==> config.mk <==
export PLATFORM = sky130hd
export DESIGN_NAME = multicycle_controller_flat
export DESIGN_NICKNAME = d
export VERILOG_FILES = /design/src/rtl/multicycle_controller_if.sv /design/src/rtl/multicycle_controller.sv /design/src/flat_wrapper.sv
export SDC_FILE = /design/constraint.sdc
export NUM_CORES = 1
export LEC_CHECK = 0
export ABC_AREA = 1
export CAP_MARGIN = 20
export CORE_UTILIZATION = 38
export DETAILED_ROUTE_END_ITERATION = 10
export PLACE_DENSITY = 0.83
export REMOVE_ABC_BUFFERS = 1
export SKIP_CTS_REPAIR_TIMING = 1
export SLEW_MARGIN = 40
export SYNTH_ARGS = -nofsm -noshare
export SYNTH_HDL_FRONTEND = slang
export SYNTH_SLANG_ARGS = --single-unit
==> constraint.sdc <==
create_clock -name clk -period 2.3 [get_ports clk]
set_clock_uncertainty 0.05 [all_clocks]
set_input_delay 0.23 -clock clk [delete_from_list [all_inputs] [get_ports clk]]
set_output_delay 0.23 -clock clk [all_outputs]
set_load 0.005 [all_outputs]
==> src/rtl/multicycle_controller_if.sv <==
// Controller <-> datapath/memory signal bundle for the multicycle RISC-V core.
// master = controller side, slave = datapath side.
interface multicycle_controller_if;
    logic [6:0] op;
    logic [2:0] funct3;
    logic       funct7b5;
    logic       zero;
    logic       mem_ready;
    logic       mem_req;
    logic       PCWrite;
    logic       AdrSrc;
    logic       MemWrite;
    logic       IRWrite;
    logic       RegWrite;
    logic [1:0] ResultSrc;
    logic [1:0] ALUSrcA;
    logic [1:0] ALUSrcB;
    logic [1:0] ImmSrc;
    logic [2:0] ALUControl;
    logic       illegal_instr;
    logic [3:0] state;

    modport master (
        input  op, funct3, funct7b5, zero, mem_ready,
        output mem_req, PCWrite, AdrSrc, MemWrite, IRWrite, RegWrite,
        output ResultSrc, ALUSrcA, ALUSrcB, ImmSrc, ALUControl, illegal_instr, state
    );

    modport slave (
        output op, funct3, funct7b5, zero, mem_ready,
        input  mem_req, PCWrite, AdrSrc, MemWrite, IRWrite, RegWrite,
        input  ResultSrc, ALUSrcA, ALUSrcB, ImmSrc, ALUControl, illegal_instr, state
    );
endinterface

==> src/rtl/multicycle_controller.sv <==
// Multicycle RISC-V control FSM: sequences fetch/decode/execute/memory/writeback
// and decodes ALU and immediate selects, stalling on memory handshakes.
module multicycle_controller (
    input logic                        clk,
    input logic                        rst,
    multicycle_controller_if.master    bus
);

    typedef enum logic [3:0] {
        StFetch    = 4'd0,
        StDecode   = 4'd1,
        StMemAdr   = 4'd2,
        StMemRead  = 4'd3,
        StMemWb    = 4'd4,
        StMemWrite = 4'd5,
        StExecR    = 4'd6,
        StExecI    = 4'd7,
        StAluWb    = 4'd8,
        StBeq      = 4'd9,
        StJal      = 4'd10,
        StIllegal  = 4'd11
    } state_e;

    state_e     state_q, state_d, st;
    logic [1:0] alu_op;
    logic [1:0] imm_src;

    always_ff @(posedge clk) begin
        if (rst) begin
            state_q <= StFetch;
        end else begin
            state_q <= state_d;
        end
    end

    always_comb begin
        unique case (bus.op)
            7'b0100011: imm_src = 2'b01;
            7'b1100011: imm_src = 2'b10;
            7'b1101111: imm_src = 2'b11;
            default:    imm_src = 2'b00;
        endcase
    end

    always_comb begin
        state_d           = StFetch;
        alu_op            = 2'b00;
        bus.mem_req       = 1'b0;
        bus.PCWrite       = 1'b0;
        bus.AdrSrc        = 1'b0;
        bus.MemWrite      = 1'b0;
        bus.IRWrite       = 1'b0;
        bus.RegWrite      = 1'b0;
        bus.ResultSrc     = 2'b00;
        bus.ALUSrcA       = 2'b00;
        bus.ALUSrcB       = 2'b00;
        bus.ImmSrc        = imm_src;
        bus.illegal_instr = 1'b0;
        // Outputs under reset present FETCH, with the side-effecting strobes masked below.
        st = rst ? StFetch : state_q;

        case (st)
            StFetch: begin
                bus.mem_req   = 1'b1;
                bus.ALUSrcB   = 2'b10;
                bus.ResultSrc = 2'b10;
                bus.IRWrite   = bus.mem_ready;
                bus.PCWrite   = bus.mem_ready;
                state_d       = bus.mem_ready ? StDecode : StFetch;
            end
            StDecode: begin
                bus.ALUSrcA = 2'b01;
                bus.ALUSrcB = 2'b01;
                unique case (bus.op)
                    7'b0000011, 7'b0100011: state_d = StMemAdr;
                    7'b0110011:             state_d = StExecR;
                    7'b0010011:             state_d = StExecI;
                    7'b1100011:             state_d = StBeq;
                    7'b1101111:             state_d = StJal;
                    default:                state_d = StIllegal;
                endcase
            end
            StMemAdr: begin
                bus.ALUSrcA = 2'b10;
                bus.ALUSrcB = 2'b01;
                state_d     = (bus.op == 7'b0000011) ? StMemRead : StMemWrite;
            end
            StMemRead: begin
                bus.mem_req = 1'b1;
                bus.AdrSrc  = 1'b1;
                state_d     = bus.mem_ready ? StMemWb : StMemRead;
            end
            StMemWb: begin
                bus.ResultSrc = 2'b01;
                bus.RegWrite  = 1'b1;
            end
            StMemWrite: begin
                bus.mem_req  = 1'b1;
                bus.AdrSrc   = 1'b1;
                bus.MemWrite = 1'b1;
                state_d      = bus.mem_ready ? StFetch : StMemWrite;
            end
            StExecR, StExecI: begin
                bus.ALUSrcA = 2'b10;
                bus.ALUSrcB = (st == StExecI) ? 2'b01 : 2'b00;
                alu_op      = 2'b10;
                state_d     = StAluWb;
            end
            StAluWb: begin
                bus.RegWrite = 1'b1;
            end
            StBeq: begin
                bus.ALUSrcA = 2'b10;
                alu_op      = 2'b01;
                bus.PCWrite = bus.zero;
            end
            StJal: begin
                bus.ALUSrcA = 2'b01;
                bus.ALUSrcB = 2'b10;
                bus.PCWrite = 1'b1;
                state_d     = StAluWb;
            end
            StIllegal: begin
                bus.illegal_instr = 1'b1;
            end
            default: begin
                bus.ImmSrc = 2'b00;
            end
        endcase

        if (rst) begin
            bus.mem_req = 1'b0;
            bus.IRWrite = 1'b0;
            bus.PCWrite = 1'b0;
        end
    end

    always_comb begin
        unique case (alu_op)
            2'b01: bus.ALUControl = 3'b001;
            2'b10: begin
                unique case (bus.funct3)
                    3'b000:  bus.ALUControl = ({bus.op[5], bus.funct7b5} == 2'b11) ? 3'b001
                                                                                   : 3'b000;
                    3'b010:  bus.ALUControl = 3'b101;
                    3'b110:  bus.ALUControl = 3'b011;
                    3'b111:  bus.ALUControl = 3'b010;
                    default: bus.ALUControl = 3'b000;
                endcase
            end
            default: bus.ALUControl = 3'b000;
        endcase
    end

    assign bus.state = state_q;

endmodule
==> src/flat_wrapper.sv <==
// flat-port wrapper written by rule: the top's interface ports become plain ports
module multicycle_controller_flat 
  (clk, rst, bus_op, bus_funct3, bus_funct7b5, bus_zero, bus_mem_ready, bus_mem_req, bus_PCWrite, bus_AdrSrc, bus_MemWrite, bus_IRWrite, bus_RegWrite, bus_ResultSrc, bus_ALUSrcA, bus_ALUSrcB, bus_ImmSrc, bus_ALUControl, bus_illegal_instr, bus_state);
  multicycle_controller_if bus_i ();
  input logic clk;
  input logic rst;
  input wire logic [$bits(bus_i.op)-1:0] bus_op;
  input wire logic [$bits(bus_i.funct3)-1:0] bus_funct3;
  input wire logic [$bits(bus_i.funct7b5)-1:0] bus_funct7b5;
  input wire logic [$bits(bus_i.zero)-1:0] bus_zero;
  input wire logic [$bits(bus_i.mem_ready)-1:0] bus_mem_ready;
  output wire logic [$bits(bus_i.mem_req)-1:0] bus_mem_req;
  output wire logic [$bits(bus_i.PCWrite)-1:0] bus_PCWrite;
  output wire logic [$bits(bus_i.AdrSrc)-1:0] bus_AdrSrc;
  output wire logic [$bits(bus_i.MemWrite)-1:0] bus_MemWrite;
  output wire logic [$bits(bus_i.IRWrite)-1:0] bus_IRWrite;
  output wire logic [$bits(bus_i.RegWrite)-1:0] bus_RegWrite;
  output wire logic [$bits(bus_i.ResultSrc)-1:0] bus_ResultSrc;
  output wire logic [$bits(bus_i.ALUSrcA)-1:0] bus_ALUSrcA;
  output wire logic [$bits(bus_i.ALUSrcB)-1:0] bus_ALUSrcB;
  output wire logic [$bits(bus_i.ImmSrc)-1:0] bus_ImmSrc;
  output wire logic [$bits(bus_i.ALUControl)-1:0] bus_ALUControl;
  output wire logic [$bits(bus_i.illegal_instr)-1:0] bus_illegal_instr;
  output wire logic [$bits(bus_i.state)-1:0] bus_state;
  assign bus_i.op = bus_op;
  assign bus_i.funct3 = bus_funct3;
  assign bus_i.funct7b5 = bus_funct7b5;
  assign bus_i.zero = bus_zero;
  assign bus_i.mem_ready = bus_mem_ready;
  assign bus_mem_req = bus_i.mem_req;
  assign bus_PCWrite = bus_i.PCWrite;
  assign bus_AdrSrc = bus_i.AdrSrc;
  assign bus_MemWrite = bus_i.MemWrite;
  assign bus_IRWrite = bus_i.IRWrite;
  assign bus_RegWrite = bus_i.RegWrite;
  assign bus_ResultSrc = bus_i.ResultSrc;
  assign bus_ALUSrcA = bus_i.ALUSrcA;
  assign bus_ALUSrcB = bus_i.ALUSrcB;
  assign bus_ImmSrc = bus_i.ImmSrc;
  assign bus_ALUControl = bus_i.ALUControl;
  assign bus_illegal_instr = bus_i.illegal_instr;
  assign bus_state = bus_i.state;
  multicycle_controller u_core (.clk(clk), .rst(rst), .bus(bus_i));
endmodule
## Yosys cells after proc, flatten, opt, wreduce, memory -nomap -nowiden

Index checks and enable logic that the tools add are counted.

| cells by class | value |
|---|---|
| equality and inequality tests | 23 |
| mux-type cells | 27 |
| reduce and logical (&&, ||, !) cells | 13 |

Operators by type and width:

| cell | count |
|---|---|
| $pmux W4 S6 | 1 |
| $pmux W4 S5 | 1 |
| $eq A4 B3 Y1 const B | 4 |
| $eq A4 B4 Y1 const B | 4 |
| $eq A7 B6 Y1 const B | 2 |
| $eq A7 B7 Y1 const B | 2 |
| $reduce_or A2 Y1 | 7 |
| $mux W1 | 12 |
| $pmux W2 S2 | 3 |
| $pmux W2 S3 | 2 |
| $pmux W3 S4 | 1 |
| $reduce_or A12 Y1 | 1 |
| $mux W3 | 3 |
| $eq A4 B2 Y1 const B | 2 |
| $eq A7 B2 Y1 const B | 1 |
| $eq A7 B5 Y1 const B | 1 |
| $eq A3 B3 Y1 const B | 2 |
| $pmux W3 S2 | 1 |
| $reduce_or A3 Y1 | 2 |
| $eq A2 B2 Y1 const B | 2 |
| $eq A4 B1 Y1 const B | 1 |
| $logic_not A4 Y1 | 1 |
| $mux W4 | 1 |
| $reduce_or A4 Y1 | 1 |
| other kinds (5) | 5 |

| storage, ports and cells | value |
|---|---|
| register bits | 4 |
| input bits | 15 |
| word-level logic and storage cells | 64 |

## Longest topological paths before layout

| depth | value |
|---|---|
| word-level depth | 6 |
| mapped depth | 10 |
| depth with buffers taken out | 10 |

## Least setup slack after synthesis

OpenSTA, ideal clock, no wires.

| timing | value |
|---|---|
| path type | reg2out |
| from | reg u_core.state_q[3] (netlist: u_core.bus.state[3]) |
| to | out bus_ALUControl[2] |
| arrival time | 1.402 ns |
| slack | 0.618 ns |
| stages on the path, launching flop included | 6 |
| path buffers | 0 |
| path through | dfxtp_1 -> nand2_2 -> nor2_1 -> nand2_1 -> ha_1 -> nor4_1 |

| on the way | value |
|---|---|
| longest elaborated chain between the ends | 6 |
| elaborated cells between the ends (all ways) | 9 |
| those cells by class | 5 x eq/ne; 3 x mux; 1 x reduce/logical |

RTL lines:

| what | RTL line | source |
|---|---|---|
| start: declaration | multicycle_controller.sv:24 | `state_e state_q, state_d, st;` |
| start signal: assignment | multicycle_controller.sv:30 | `state_q <= StFetch;` |
| start signal: assignment | multicycle_controller.sv:32 | `state_q <= state_d;` |
| $mux W4 * | multicycle_controller.sv:60 | `st = rst ? StFetch : state_q;` |
| $eq A4 B3 Y1 | multicycle_controller.sv:62 | `case (st)` |
| $reduce_or A2 Y1 | n/a |  |
| $pmux W2 S2 * | multicycle_controller.sv:62 |  |
| $eq A2 B2 Y1 / $eq A2 B1 Y1 (equally long branches) | multicycle_controller.sv:139 | `unique case (alu_op)` |
| $pmux W3 S2 * | multicycle_controller.sv:139 |  |
| end: declaration | flat_wrapper.sv:22 | `output wire logic [$bits(bus_i.ALUControl)-1:0] bus_ALUControl;` |

Mark *: on every way between the ends. The rest lies on a longest branch, timed or not.

## Final worst setup path

| timing | value |
|---|---|
| from | reg u_core.state_q[3] (netlist: u_core.bus.state[3]) |
| to | out bus_ALUSrcB[0] |

| on the way | value |
|---|---|
| longest elaborated chain between the ends | 4 |
| elaborated cells between the ends (all ways) | 12 |
| those cells by class | 5 x eq/ne; 3 x mux; 4 x reduce/logical |

RTL lines:

| what | RTL line | source |
|---|---|---|
| $mux W4 * | multicycle_controller.sv:60 |  |
| $eq A4 B3 Y1 (tied with other cells) | multicycle_controller.sv:62, multicycle_controller.sv:105 |  |
| $mux W1 / $reduce_or A2 Y1 (equally long branches) | n/a |  |
| $pmux W2 S3 * | multicycle_controller.sv:62 |  |
| end: declaration | flat_wrapper.sv:20 | `output wire logic [$bits(bus_i.ALUSrcB)-1:0] bus_ALUSrcB;` |

Marks and branches as above.

==> results_dict.tcl <==
set metrics [dict create \
    fp.dieW_um 41.2 \
    clock_sinks 4 \
    netlist-cell-type-count 25 \
    drtPass1Iterations 4 \
    post_dp_cell_area_mm2 0.00104 \
    yosysTopAreaCell "nand2_1" \
    use_met1_pct 27.5 \
    ys_top_cells_by_area "nand2_1, nor2_1, dfxtp_1" \
    ctsRootBufferMaster "clkbuf_4" \
    io_pins 37 \
    dp_hpwl_um 1730 \
    globalRouteMet2Util_pct 52.3 \
    die_y_um 41.2 \
    drive_gt1_share_pct 20.4 \
    largest_reg_flops 4 \
    stdcell_area_mm2 0.00108 \
    die_area_mm2 0.00169 \
    rsz0062_at_grt "false" \
    post-route-period-util_pct 95.0 \
    synth_edf_count 0 \
    antenna_found_initial 0 \
    drt-vias-per-instance 5.23 \
    ys_seq_area_share_pct 13.7 \
    outcome "completed" \
    finalSetupViolations 0 \
    fmax_mhz 458 \
    crit_arrival_ns 1.91 \
    cts_buffer_depth 2 \
    r2r_slack_ns 0.92 \
    grt_pass1_vias 761 \
    yosys.area.top_type_share_pct 14.8 \
    cts_inserted_buffers 3 \
    netlist_area_um2 583 \
    grt_max_degree 7 \
    drc 0 \
    grt.total_usage_pct 26.5 \
    layout.cells.non_filler 172 \
    wirelength_um 2010 \
    grt_pass1_wl_um 2990 \
    overflow 0 \
    hp-class "in -> reg" \
    dp.cells 169 \
    final_core_util_pct 79.2 \
    hold_viol_final 0 \
    finalWorstPathRequiredPeriod_ns 2.19 \
    grt.busiest_layer "met2" \
    insertion_delay_ns 0.23 \
    num_rows 13 \
    syn_inst 107 \
    areaGrowthSynthToFinish_pct 85.6 \
    p_per_area_mw_per_mm2 292 \
    path_class "reg -> out" \
    post_drt_wl_per_cell_um 11.7 \
    coreArea_mm2 0.00137 \
    vias 900 \
    start_util_pct 42.7 \
    critPathLaunchType "register" \
    ys_ff_latch 4 \
    io_buffers 36 \
    required_ns 2.02 \
    ir_worst_vdd_uv 139 \
    h-tree-depth 1 \
    final_net_count 176 \
    drtIter0Drc 23 \
    async_reset_ff_share_pct 0 \
    leakage_uw 0.000580 \
    maxSlewHeadroom_pct 77.7 \
    synth_area_per_cell_um2 5.45 \
    ys.flop_type "dfxtp_1" \
    postRouteAntennaNets 0 \
    endpoint_kind "output port" \
    tritoncts "done" \
    cp_max_fo 6 \
    cts.clk_slew.worst_paths_ns 0.04 \
    use_met3_pct 4.35 \
    tightest_slew_ns 0.335 \
    diodes 0 \
    gp_congestion 0.812 \
    yosys_warnings 0 \
    drv_slew 0 \
    maxCapViolations 0 \
]
power by group:
group,internal [µW],switching [µW],total [µW]
clock,58.3,27.8,86.1
sequential,75.2,8.11,83.3
combinational,83.4,63.2,147
layer usage:
metal	vias up	share of wire [%]
met5	-	0
met4	0	1.5
met3	6	4.9
met2	42	52
met1	403	41
li1	449	-
cell usage after synthesis, types with 2 or more instances:
cell type,n
nand4_1,2
nor2_1,23
o21ai_0,2
nand3_1,7
nor2_2,2
nand2_1,23
inv_1,16
ha_1,2
nand2_2,8
a21oi_1,2
dfxtp_1,4
o211ai_1,2
inv_2,2
cells in the final DEF, fill, tap and decap left out, drive strengths merged:
| cell | instances |
|---|---|
| clkdlybuf4s50 | 32 |
| nand2 | 31 |
| nor2 | 26 |
| inv | 19 |
| buf | 11 |
| nand3 | 7 |
| dlymetal6s2s | 4 |
| o21ai | 4 |
| dfxtp | 4 |
| clkbuf | 3 |
| nand4 | 2 |
| a21oi | 2 |
| o211ai | 2 |
| ha | 2 |
| nor3 | 2 |
| nor4 | 1 |
| o21a | 1 |
| nand3b | 1 |
| o221ai | 1 |
| a21o | 1 |
| o2111ai | 1 |
critical path, cell delays in order (launching register included):
cell and delay (ns):
dfxtp_1 0.33, buf_4 0.15, o21ai_2 0.30, nand2_1 0.22, o211ai_1 0.15, clkdlybuf4s50_1 0.52
stage by stage:
step                total power [µW]  hold slack [ns]  worst slack, ns  setup TNS [ns]
finish                           316            0.341            0.115               0
floorplan                        139            0.252            0.618               0
detailed placement               230            0.679           -0.189          -0.424
global route                     340            0.349           0.0213               0
CTS                              318            0.654           -0.196          -0.457
global placement                 226            0.673           -0.142          -0.254
kinds of logic after synthesis:
group / Yosys count / synth area share [%]
buffers and inverters: 19 / 12.7
AO/OA/AOI/OAI: 12 / 13.9
AND/OR/NAND/NOR: 70 / 55.4
flip-flops: 4 / 13.7
adder cells (fa/ha/maj): 2 / 4.29
path summary, 6_finish.rpt:
path,to,cells after the start,startpoint
setup / recovery,bus_ALUSrcB[0],5,u_core.bus.state[3]$_SDFF_PP0_
hold / removal,u_core.bus.state[0]$_SDFF_PP0_,3,rst
setup reg to reg,u_core.bus.state[0]$_SDFF_PP0_,6,u_core.bus.state[3]$_SDFF_PP0_
hold reg to reg,u_core.bus.state[2]$_SDFF_PP0_,3,u_core.bus.state[0]$_SDFF_PP0_
cell type report:
cell class              instances  area [µm²]
inverters                      19        73.8
fillers                       114         284
multi-input cells              84         429
repair buffers                 47         453
well taps                      15        18.8
clock buffers                   3        22.5
flip-flops and latches          4        85.1
Power figures use the tool's default switching activity.
